$ cat src/rtl/hd44780_nybble_writer.sv
// rtl/hd44780_nybble_writer.sv - HD44780 4-bit bus write engine with setup/pulse/hold and execution delay timing
module hd44780_nybble_writer #(
    parameter int T_SETUP     = 2,
    parameter int T_EPW       = 12,
    parameter int T_HOLD      = 2,
    parameter int T_ELOW      = 14,
    parameter int DELAY_SHORT = 1776,
    parameter int DELAY_LONG  = 73000
) (
    input  logic       CLK_I,
    input  logic       RST_I,
    input  logic       STB_I,
    input  logic [7:0] DAT_I,
    input  logic       RS_I,
    input  logic       NYB_I,
    input  logic       LONG_I,
    output logic       BUSY_O,
    output logic       ACK_O,
    output logic [3:0] LCD_D,
    output logic       LCD_RS,
    output logic       LCD_E
);

    typedef enum logic [2:0] {
        S_IDLE,
        S_SETUP,
        S_EHIGH,
        S_HOLD,
        S_ELOW,
        S_DELAY
    } state_t;

    // Counter reload values: a state loaded with N-1 lasts exactly N cycles.
    localparam logic [16:0] L_SETUP = 17'(T_SETUP - 1);
    localparam logic [16:0] L_EPW   = 17'(T_EPW - 1);
    localparam logic [16:0] L_HOLD  = 17'(T_HOLD - 1);
    localparam logic [16:0] L_ELOW  = 17'(T_ELOW - 1);
    localparam logic [16:0] L_SHORT = 17'(DELAY_SHORT - 1);
    localparam logic [16:0] L_LONG  = 17'(DELAY_LONG - 1);

    state_t      state, state_n;
    logic [16:0] cnt, cnt_n;
    logic [3:0]  lo_q, lo_n;
    logic        nyb_q, nyb_n;
    logic        long_q, long_n;
    logic        second_q, second_n;
    logic [3:0]  lcd_d_n;
    logic        lcd_rs_n, lcd_e_n, busy_n, ack_n;
    logic        done, accept;

    // State, counter, latched request and all outputs are registered together.
    always_ff @(posedge CLK_I or posedge RST_I) begin
        if (RST_I) begin
            state    <= S_IDLE;
            cnt      <= '0;
            lo_q     <= '0;
            nyb_q    <= 1'b0;
            long_q   <= 1'b0;
            second_q <= 1'b0;
            LCD_D    <= '0;
            LCD_RS   <= 1'b0;
            LCD_E    <= 1'b0;
            BUSY_O   <= 1'b0;
            ACK_O    <= 1'b0;
        end else begin
            state    <= state_n;
            cnt      <= cnt_n;
            lo_q     <= lo_n;
            nyb_q    <= nyb_n;
            long_q   <= long_n;
            second_q <= second_n;
            LCD_D    <= lcd_d_n;
            LCD_RS   <= lcd_rs_n;
            LCD_E    <= lcd_e_n;
            BUSY_O   <= busy_n;
            ACK_O    <= ack_n;
        end
    end

    // Next-state and next-output decode; a new request may be taken in IDLE or on the ACK edge.
    always_comb begin
        state_n  = state;
        cnt_n    = cnt;
        lo_n     = lo_q;
        nyb_n    = nyb_q;
        long_n   = long_q;
        second_n = second_q;
        lcd_d_n  = LCD_D;
        lcd_rs_n = LCD_RS;
        lcd_e_n  = LCD_E;
        busy_n   = BUSY_O;
        ack_n    = 1'b0;
        accept   = 1'b0;
        done     = (cnt == '0);
        if (!done) begin
            cnt_n = cnt - 17'd1;
        end

        case (state)
            S_IDLE: begin
                accept = STB_I;
            end
            S_SETUP: begin
                if (done) begin
                    lcd_e_n = 1'b1;
                    cnt_n   = L_EPW;
                    state_n = S_EHIGH;
                end
            end
            S_EHIGH: begin
                if (done) begin
                    lcd_e_n = 1'b0;
                    cnt_n   = L_HOLD;
                    state_n = S_HOLD;
                end
            end
            S_HOLD: begin
                if (done) begin
                    if (!second_q && !nyb_q) begin
                        lcd_d_n  = lo_q;
                        second_n = 1'b1;
                        cnt_n    = L_ELOW;
                        state_n  = S_ELOW;
                    end else begin
                        cnt_n   = long_q ? L_LONG : L_SHORT;
                        state_n = S_DELAY;
                    end
                end
            end
            S_ELOW: begin
                if (done) begin
                    lcd_e_n = 1'b1;
                    cnt_n   = L_EPW;
                    state_n = S_EHIGH;
                end
            end
            S_DELAY: begin
                if (done) begin
                    ack_n   = 1'b1;
                    busy_n  = 1'b0;
                    state_n = S_IDLE;
                    accept  = STB_I;
                end
            end
            default: begin
                state_n = S_IDLE;
                lcd_e_n = 1'b0;
                busy_n  = 1'b0;
                cnt_n   = '0;
            end
        endcase

        // Latch the request and present the high nybble; E stays low through SETUP.
        if (accept) begin
            lo_n     = DAT_I[3:0];
            nyb_n    = NYB_I;
            long_n   = LONG_I;
            second_n = 1'b0;
            lcd_d_n  = DAT_I[7:4];
            lcd_rs_n = RS_I;
            lcd_e_n  = 1'b0;
            busy_n   = 1'b1;
            cnt_n    = L_SETUP;
            state_n  = S_SETUP;
        end
    end

endmodule
$ cat config.mk
export PLATFORM = sky130hd
export DESIGN_NAME = hd44780_nybble_writer
export DESIGN_NICKNAME = d
export VERILOG_FILES = /design/src/rtl/hd44780_nybble_writer.sv
export SDC_FILE = /design/constraint.sdc
export NUM_CORES = 1
export LEC_CHECK = 0
export CORE_ASPECT_RATIO = 0.8
export CORE_MARGIN = 5
export CORE_UTILIZATION = 52
export DETAILED_ROUTE_END_ITERATION = 6
export PLACE_DENSITY = 0.73
export SYNTH_ARGS = -nofsm -noshare
export SYNTH_HDL_FRONTEND = slang
export SYNTH_SLANG_ARGS = --single-unit
export TNS_END_PERCENT = 30
$ cat constraint.sdc
create_clock -name CLK_I -period 3.5 [get_ports CLK_I]
set_clock_uncertainty 0.05 [all_clocks]
set_input_delay 0.7 -clock CLK_I [delete_from_list [all_inputs] [get_ports CLK_I]]
set_output_delay 0.7 -clock CLK_I [all_outputs]
set_load 0.01 [all_outputs]
==> results.cfg <==
[clocking]
clk_pin_slew_ns = 0.07
htreeDepth = 2
cts_resized = 0
numClockSinks = 35
insertion_delay_ns = 0.29
postCtsSetupRepairBufs = 0
cts_buffers = 5
clk_path_buf_depth = 2
cts_tree = done
cts_root_buffer = clkbuf_8
ctsHoldBuffers = 0

[yosys]
ys.flop_type = dfrtp_1
synth_edf_count = 0
avgSynthCellArea_um2 = 9.43
netlist_instances = 212
synth_warnings = 0
async_flop_share = 1.00
ys_types = 44
syn_area_um2 = 2000
syn_nets = 229
synth-seq-cells = 35
ys_seq_area_frac = 0.438

[power_and_ir_drop]
leakage_nw = 0.954
pwr_density_cell_nw_per_um2 = 380
vdd_ir_drop_max_mv = 0.246

[global_routing]
grt_max_degree = 36
grt_pass1_wl_mm = 7.38
gr-usage-all-layers = 0.190
antenna_found_initial = 0
grt_pass1_vias = 1507
grt_overflow_total = 0

[final_layout]
syn2layout_area_growth_pct = 17.7
layout_common_cells = 35 x dfrtp_1, 25 x nor2_1, 21 x clkdlybuf4s50_1, 19 x a21oi_1, 13 x nand2_1
ff_latch_area_um2 = 876
nets = 255
final_common_cell = dfrtp_1
n_antenna_cell = 0
n_fill_cell = 337
multiInputGateArea_um2 = 1050
drive_gt1_frac = 0.117
instances_no_fill = 283

[sta]
hold_viol_final = 0
period_minus_slack_ns = 2.62
setup_slack_ns = 0.876
slew_headroom = 0.414
setup_viol = 0
finalCritPeriodShare = 0.750
rsz0062_at_grt = no
slew_violations = 0
max_freq_mhz = 381
tns_ns = 0
tightest_slew_ns = 0.876

[route]
drt-pass1-iter-count = 4
drc = 0
wirelength_mm = 4.37
wl_per_cell_um = 15.4
drt-initial-drc-count = 171
vias_per_cell = 5.80
via_count = 1641
ant_nets = 0

[floorplanning]
die_area_um2 = 5190
die_h_um = 65.4
die_w_um = 79.3
core.rowCount = 20
core_um2 = 3750
io_pins = 22
start_util = 0.532

[setup_path]
crit_chain = inv_1 -> ha_1 -> or4b_4 -> or4_4 -> nor2_1 -> nor3_1 -> nor4_1
critPathCaptureType = flip-flop
required_ns = 3.59
arrival_ns = 2.72
timing.critical_path.max_delay_family = simple AND/OR/NAND/NOR gates
max_stage_delay_ns = 0.55
path_class = reg -> reg
cp_max_fo = 4
worstPathBufferInverterCount = 1
cp_slowest_cell = or4_4
critPathLaunchType = flip-flop

[placement]
io_buffer_count = 21
place_hpwl_mm = 3.15
place_ws_ns = 0.660
dpl.cell_count = 275
gp_congestion = 0.864

[outcome]
status = finished, final reports clean

[hold_path]
holdCritPathClass = reg -> reg

[job]
cap_violations = 0
cells in the mapped netlist, types with 2 or more instances:
cell type	number	area, µm²
a21o_1	2	15.0
a21oi_1	19	95.1
a221o_1	2	20.0
a22oi_1	3	22.5
a31oi_1	3	18.8
and3_1	3	18.8
clkbuf_1	7	26.3
dfrtp_1	35	876
ha_1	3	37.5
inv_1	6	22.5
mux2_2	7	78.8
mux2i_1	6	60.1
nand2_1	13	48.8
nand2b_1	2	12.5
nand3_1	5	25.0
nand4_1	2	12.5
nor2_1	25	93.8
nor2b_1	5	31.3
nor3_1	10	50.1
nor3b_1	2	15.0
nor4_1	8	50.1
nor4b_1	2	17.5
o21a_1	4	30.0
o21ai_0	10	50.1
o22ai_1	2	12.5
xnor2_1	5	43.8
xor2_1	4	35.0
power breakdown:
part	internal [mW]	switching, mW	leakage [nW]
combinational	0.0626	0.0613	0.486
clock	0.139	0.139	0.0422
sequential	0.445	0.0460	0.425
total	0.647	0.247	0.954
logic make-up after synthesis:
kind of cell | share of synthesized area
xor+xnor | 0.0394
fa+ha+maj | 0.0188
compound gates | 0.177
mux | 0.0695
buf+inv | 0.0338
flops | 0.438
simple gates | 0.223
per-layer routing:
metal / share of wire / track usage / vias up
met5: 0 / 0 / -
li1: - / - / 829
met3: 0.059 / 0.0479 / 4
met1: 0.51 / 0.281 / 757
met2: 0.42 / 0.261 / 51
met4: 0.0096 / 0.0773 / 0
registers in the layout (all words and copies together), names as in the netlist, 3 cells and up:
name,cells
LCD_D,4
cnt,17
lo_q,4
state,3
area by class of cell:
| type | instances | area share |
|---|---|---|
| Clock buffer | 7 | 0.0324 |
| Clock inverter | 1 | 0.00213 |
| Inverter | 6 | 0.00957 |
| Multi-Input combinational cell | 162 | 0.448 |
| Sequential cell | 35 | 0.372 |
| Tap cell | 44 | 0.0234 |
| Timing Repair Buffer | 28 | 0.112 |
worst paths after layout:
check / end / cells after the start / slack (ns) / startpoint
setup / recovery: cnt[3] / 7 / 0.88 / cnt[1]
hold / removal: lo_q[2] / 1 / 0.46 / lo_q[2]
setup reg to reg: cnt[3] / 7 / 0.88 / cnt[1]
hold reg to reg: lo_q[2] / 1 / 0.46 / lo_q[2]
max in group asynchronous: state[0] / 3 / 2.34 / RST_I
min in group asynchronous: cnt[7] / 3 / 0.75 / RST_I
stage by stage:
stage          utilization  hold WS, ns  total power [mW]  area (µm²)
2_1_floorplan            -        0.429             0.570        2000
3_3_place_gp         0.605        0.440             0.615        2270
3_5_place_dp         0.605        0.446             0.620        2270
4_1_cts              0.627        0.460             0.901        2350
5_1_grt              0.627        0.469             0.949        2350
6_report             0.627        0.456             0.894        2350
Note: power is estimated with default switching activity, not from simulation.
